$ cat config.mk
export PLATFORM = sky130hd
export DESIGN_NAME = jtframe_sdram_arb
export DESIGN_NICKNAME = d
export VERILOG_FILES = /design/src/rtl/jtframe_sdram_arb.sv
export SDC_FILE = /design/constraint.sdc
export NUM_CORES = 1
export LEC_CHECK = 0
export CORE_MARGIN = 3
export CORE_UTILIZATION = 26
export CTS_BUF_LIST = sky130_fd_sc_hd__clkbuf_8
export CTS_CLUSTER_SIZE = 20
export DETAILED_ROUTE_END_ITERATION = 12
export GPL_TIMING_DRIVEN = 0
export HOLD_SLACK_MARGIN = 0.08
export PLACE_DENSITY = 0.8
export SLEW_MARGIN = 25
export SYNTH_ARGS = -nofsm -noshare
export SYNTH_HDL_FRONTEND = slang
export SYNTH_SLANG_ARGS = --single-unit
$ cat constraint.sdc
create_clock -name clk -period 1.6 [get_ports clk]
set_input_delay 0.4 -clock clk [delete_from_list [all_inputs] [get_ports clk]]
set_output_delay 0.4 -clock clk [all_outputs]
set_load 0.02 [all_outputs]
$ cat src/rtl/jtframe_sdram_arb.sv
// SDRAM bank arbiter: NCH game channels plus one debug-CPU channel share a
// single controller bank port. Fixed or round-robin priority, with a
// starvation guard that forces the debug channel through after MAXWAIT losses.
module jtframe_sdram_arb #(
    parameter int AW      = 22,
    parameter int NCH     = 2,
    parameter int RR      = 0,
    parameter int MAXWAIT = 15
) (
    input  logic                clk,
    input  logic                rst,
    // game channels
    input  logic [NCH*AW-1:0]   ch_addr,
    input  logic [NCH-1:0]      ch_rd,
    input  logic [NCH-1:0]      ch_wr,
    input  logic [NCH*16-1:0]   ch_din,
    input  logic [NCH*2-1:0]    ch_din_m,
    output logic [NCH-1:0]      ch_ack,
    output logic [NCH-1:0]      ch_dst,
    output logic [NCH-1:0]      ch_rdy,
    // debug CPU channel
    input  logic                dbg_req,
    input  logic                dbg_we,
    input  logic [AW-1:0]       dbg_addr,
    input  logic [15:0]         dbg_din,
    input  logic [1:0]          dbg_din_m,
    input  logic                locked,
    output logic                dbg_busy,
    output logic [15:0]         dbg_dout,
    output logic [NCH:0]        owner,
    // controller bank port
    output logic [AW-1:0]       ba_addr,
    output logic                ba_rd,
    output logic                ba_wr,
    output logic [15:0]         ba_din,
    output logic [1:0]          ba_din_m,
    input  logic                ba_ack,
    input  logic                ba_dst,
    input  logic                ba_rdy,
    input  logic [15:0]         data_read
);
    localparam int          N   = NCH + 1;
    localparam int          PW  = $clog2(N);
    localparam logic [PW:0] NL  = (PW+1)'(N);
    localparam logic [7:0]  MW  = 8'(MAXWAIT);

    typedef enum logic { IDLE, BUSY } state_t;

    state_t          state;
    logic            pending;
    logic            dbg_we_r;
    logic [7:0]      wait_cnt;
    logic [PW-1:0]   rr_ptr;
    logic [NCH:0]    cand;
    logic [NCH:0]    winner;
    logic [PW-1:0]   win_idx;
    logic            found;
    logic [PW:0]     sidx;
    logic            busy_st;
    logic            mux_rd;
    logic            mux_wr;

    assign busy_st = (state == BUSY);
    assign cand    = {pending, ch_rd | ch_wr};

    // Pick a one-hot winner among the candidates: starvation override first,
    // then either lowest index or a rotating search from rr_ptr.
    always_comb begin
        winner  = '0;
        win_idx = '0;
        found   = 1'b0;
        sidx    = '0;
        if (pending && wait_cnt == MW) begin
            winner[NCH] = 1'b1;
            win_idx     = PW'(NCH);
        end else begin
            for (int i = 0; i < N; i++) begin
                if (RR != 0) begin
                    sidx = {1'b0, rr_ptr} + (PW+1)'(i);
                    if (sidx >= NL) sidx = sidx - NL;
                end else begin
                    sidx = (PW+1)'(i);
                end
                if (!found && cand[sidx[PW-1:0]]) begin
                    found                   = 1'b1;
                    winner[sidx[PW-1:0]]    = 1'b1;
                    win_idx                 = sidx[PW-1:0];
                end
            end
        end
    end

    // Arbitration FSM, debug request bookkeeping and read-back latch.
    always_ff @(posedge clk) begin
        if (rst) begin
            state    <= IDLE;
            owner    <= '0;
            pending  <= 1'b0;
            dbg_we_r <= 1'b0;
            dbg_busy <= 1'b0;
            dbg_dout <= 16'h0;
            wait_cnt <= 8'h0;
            rr_ptr   <= '0;
        end else begin
            if (dbg_req && !locked && !dbg_busy) begin
                pending  <= 1'b1;
                dbg_we_r <= dbg_we;
                dbg_busy <= 1'b1;
            end else begin
                if (busy_st && owner[NCH] && ba_ack) pending  <= 1'b0;
                if (busy_st && owner[NCH] && ba_rdy) dbg_busy <= 1'b0;
            end
            if (busy_st && owner[NCH] && ba_dst) dbg_dout <= data_read;

            case (state)
                IDLE: if (|cand) begin
                    owner  <= winner;
                    state  <= BUSY;
                    rr_ptr <= (win_idx == PW'(NCH)) ? '0 : win_idx + 1'b1;
                    if (winner[NCH])
                        wait_cnt <= 8'h0;
                    else if (pending && wait_cnt != 8'hff)
                        wait_cnt <= wait_cnt + 8'h1;
                end
                BUSY: if (ba_rdy) state <= IDLE;
                default: state <= IDLE;
            endcase
        end
    end

    // Bank-side mux: the owner's fields pass straight through; strobes only
    // while a transaction is in flight.
    always_comb begin
        ba_addr  = '0;
        ba_din   = 16'h0;
        ba_din_m = 2'b0;
        mux_rd   = 1'b0;
        mux_wr   = 1'b0;
        for (int n = 0; n < NCH; n++) begin
            ba_addr  = ba_addr  | ({AW{owner[n]}} & ch_addr[n*AW +: AW]);
            ba_din   = ba_din   | ({16{owner[n]}} & ch_din[n*16 +: 16]);
            ba_din_m = ba_din_m | ({2{owner[n]}}  & ch_din_m[n*2 +: 2]);
            mux_rd   = mux_rd   | (owner[n] & ch_rd[n]);
            mux_wr   = mux_wr   | (owner[n] & ch_wr[n]);
        end
        ba_addr  = ba_addr  | ({AW{owner[NCH]}} & dbg_addr);
        ba_din   = ba_din   | ({16{owner[NCH]}} & dbg_din);
        ba_din_m = ba_din_m | ({2{owner[NCH]}}  & dbg_din_m);
        mux_rd   = mux_rd   | (owner[NCH] & pending & ~dbg_we_r);
        mux_wr   = mux_wr   | (owner[NCH] & pending &  dbg_we_r);
        ba_rd    = busy_st & mux_rd;
        ba_wr    = busy_st & mux_wr;
    end

    // Completion strobes go back only to the owning game channel.
    assign ch_ack = {NCH{ba_ack & busy_st}} & owner[NCH-1:0];
    assign ch_dst = {NCH{ba_dst & busy_st}} & owner[NCH-1:0];
    assign ch_rdy = {NCH{ba_rdy & busy_st}} & owner[NCH-1:0];

endmodule

==> metrics.cfg <==
[route]
num_vias = 3210
wl_per_cell_um = 18.1
drt_iter0_markers = 275
drc = 0
first_pass_iters = 10
wirelength_um = 11000
vias_per_cell = 5.25
route.antenna.remaining_nets = 0

[critical_path]
cp_top_family = buffers and inverters
crit_chain = buf_8, buf_8, a222oi_1, inv_1, buf_6
reg2reg_from = wait_cnt[0]$_SDFFE_PP0P_
reg2reg_depth = 6
crit_buf_inv = 4
path_max_fanout = 5
critPathMaxStageDelay_ps = 410
path_class = register to output pin
r2r-end = wait_cnt[7]$_SDFFE_PP0P_
worstPathArrival_ps = 1540
rrSetupSlack_ps = 20
worstPathRequired_ps = 1200
end_kind = output pin
critPathLaunchType = register
path_common_cell = buf_8
critPathSlowestCell = a222oi_1

[die]
die-area_sq_um = 8890
ioPinCount = 216
core_area_sq_um = 7410
die_y_um = 94.3
dieWidth_um = 94.3
fp-row-count = 31
start_util_pct = 27.4

[final_layout]
fin_area_sq_um = 4780
drive_gt1_share_pct = 24.4
nNetsFinal = 660
insertedDiodeCount = 0
area_growth_pct = 136
nFillCells = 602

[power_and_ir_drop]
cellPowerDensity_nw_per_um2 = 555
p_int_mw = 1.92
p_total_mw = 2.65
p_sw_share_pct = 27.7
ir_drop_v = 0.000516
leakage_nw = 2.23
p_clk_share_pct = 29.7
p_switching_uw = 736
comb_power_share_pct = 38.4
p_seq_share_pct = 31.9

[synth]
yosys_warnings = 0
synth_seq_cells = 31
yosysSeqAreaShare_pct = 30.6
synth.avg_cell_area_sq_um = 7.51
synth_area_leaders = dfxtp_1 31%, a222oi_1 20%, inv_1 8.0%, nand2_1 7.2%, a21oi_1 4.9%
synth_cells = 270
syn_nets = 419
yosysTopAreaCellShare_pct = 30.6
synth_area_sq_um = 2030
synth_top_cell_by_area = dfxtp_1
yosysUniqueCellTypes = 38

[run_status]
violations = negative setup slack
status = complete, but fails checks

[timing]
report.final.setup_viol = 48
setup_ws_ps = -341
worst_slew_pin_slew_ps = 534
drv_slew = 0
max_freq_mhz = 515
slew_headroom_pct = 64.4
rsz0062_at_grt = true
min_period_ps = 1940
clock_skew_ps = 1.47
hold_viol = 0
period_share_pct = 121

[cts]
cts_buffers = 5
cts_tree = built
cts.root.buffer_cell = clkbuf_8
worst_setup_hold_path_clk_slew_ps = 60
cts.sinks = 31
clk_latency_ps = 280
htree_levels = 2
cts_buffer_depth = 2

[global_routing]
grt_max_degree = 12
grt_pass1_vias = 2980
grt_overflow = 0
grt.total_usage_pct = 22.1
antenna_found_initial = 0
grt_pass1_wl_um = 15500

[placed_design]
pre_cts_ws_ps = -699
routabilityCongestion = 0.885
dpl-instance-area_sq_um = 4310
hpwl_um = 8600
portBuffers = 214

[run]
maxCapViolCount = 0

[hold_path]
whs_endpoint = dbg_dout[15]$_SDFFE_PP0P_
whs_path_depth = 2
hp-class = register to register
min-delay-start = dbg_dout[15]$_SDFFE_PP0P_

## synth_stat cells (all sizes together)
cell type and number:
inv 43, a222oi 40, nand2 39, dfxtp 31, a21oi 20, clkbuf 20
and3 10, nor2 10, nand3 8, a31oi 5, o21ai 5, buf 4
o221ai 4, a22oi 3, mux2i 3, nor3 3, a211oi 2, and4 2
nand4 2, o21bai 2, a21boi 1, a21o 1, and2 1, and3b 1
ha 1, nand2b 1, nor2b 1, nor3b 1, nor4 1, nor4b 1
o21a 1, o2bb2ai 1, or3 1, or4 1
## worst reg2reg max path, stage by stage (launching register included)
cell      delay [ps]
dfxtp_4          370
ha_4             180
and3b_2          250
a211oi_4         280
buf_6            160
o21bai_4          80
o221ai_1         180
## cells by family (layout without fill, tap and decap cells)
| group | Yosys count | in the layout | synth area share (%) |
|---|---|---|---|
| AOI/OAI and AO/OA | 85 | 86 | 34.1 |
| and+or+nand+nor | 83 | 83 | 20.6 |
| buffers and inverters | 67 | 308 | 12.6 |
| DFF | 31 | 31 | 30.6 |
| muxes | 3 | 3 | 1.48 |
| adders and majority gates | 1 | 1 | 0.617 |
## state kept, by name (all words and copies together), names as in the netlist
name and cells:
dbg_dout 16, wait_cnt 8, owner 3, busy_st 1
dbg_busy 1, dbg_we_r 1, pending 1
## stage by stage
| step | cells | TNS [ps] | utilization [%] | hold WS [ps] |
|---|---|---|---|---|
| floorplan | 270 | 0 | - | 469 |
| global placement | 583 | -36900 | 58.2 | 442 |
| detailed placement | 583 | -38350 | 58.2 | 447 |
| CTS | 602 | -11610 | 61.8 | 454 |
| global route | 611 | -12860 | 64.5 | 478 |
| finish | 611 | -9640 | 64.5 | 455 |
## timing repair
item                                    in CTS  in global routing
endpoints found under the setup margin      87                 58
resized for setup                          308                 46
pin swaps                                   40                 24
hold buffers                                 0                  0
endpoints found under the hold margin        0                  0
buffers inserted                             6                  9
cloned                                       5                  1
## worst max-delay path by stage
stage	start	to	cells past startpoint	slack, ps
after global routing	owner[1]$_SDFFE_PP0P_	ba_din[10]	5	-380
after floorplan	owner[0]$_SDFFE_PP0P_	ch_ack[0]	3	10
after global placement	owner[2]$_SDFFE_PP0P_	ba_din[10]	5	-690
after CTS	owner[0]$_SDFFE_PP0P_	ba_din[10]	5	-390
after detailed placement	owner[2]$_SDFFE_PP0P_	ba_din[10]	5	-700
final	owner[1]$_SDFFE_PP0P_	ba_din[10]	5	-340
## area by class of cell
type	instances	area [sq um]	share of cell area, %
inverters	43	161	3.38
well taps	99	124	2.59
multi-input cells	173	1270	26.5
clock buffers	6	82.6	1.73
clock inverters	2	35.0	0.733
repair buffers	234	2210	46.3
flip-flops and latches	31	637	13.3
plain buffers	23	262	5.47
## per-layer routing
layer,track usage [%],routed length (um),vias to the layer above
met5,0,0,-
met4,6.26,253,0
met3,5.77,1020,22
met2,41.8,5810,154
met1,24.0,3950,1529
li1,-,-,1505
## power by group through the flow
| stage | clock network (mW) | registers [mW] | logic, mW |
|---|---|---|---|
| after floorplan | 0 | 0.845 | 0.334 |
| after global placement | 0 | 0.844 | 0.919 |
| after detailed placement | 0 | 0.846 | 0.936 |
| after CTS | 0.801 | 0.831 | 0.964 |
| after global routing | 0.837 | 0.848 | 1.07 |
| final | 0.788 | 0.845 | 1.02 |
## cells in the final DEF, fill, tap and decap left out, types with 2 or more instances in the layout
cell type	instances
mux2i_1	3
nor3_1	2
nor2_1	10
a31oi_1	5
nand4_1	2
clkbuf_8	15
buf_6	28
nand3_1	8
a21oi_1	20
a222oi_1	40
o21ai_0	4
a22oi_2	2
nand2_1	38
o221ai_2	2
buf_2	28
and3_1	4
dlygate4sd2_1	27
clkbuf_1	5
dfxtp_2	7
clkdlybuf4s50_1	137
a211oi_4	2
dfxtp_4	2
and4_1	2
dfxtp_1	22
inv_1	43
o221ai_1	2
buf_4	11
buf_8	6
and3_4	6
No activity file was read; power rests on OpenSTA's default activity.
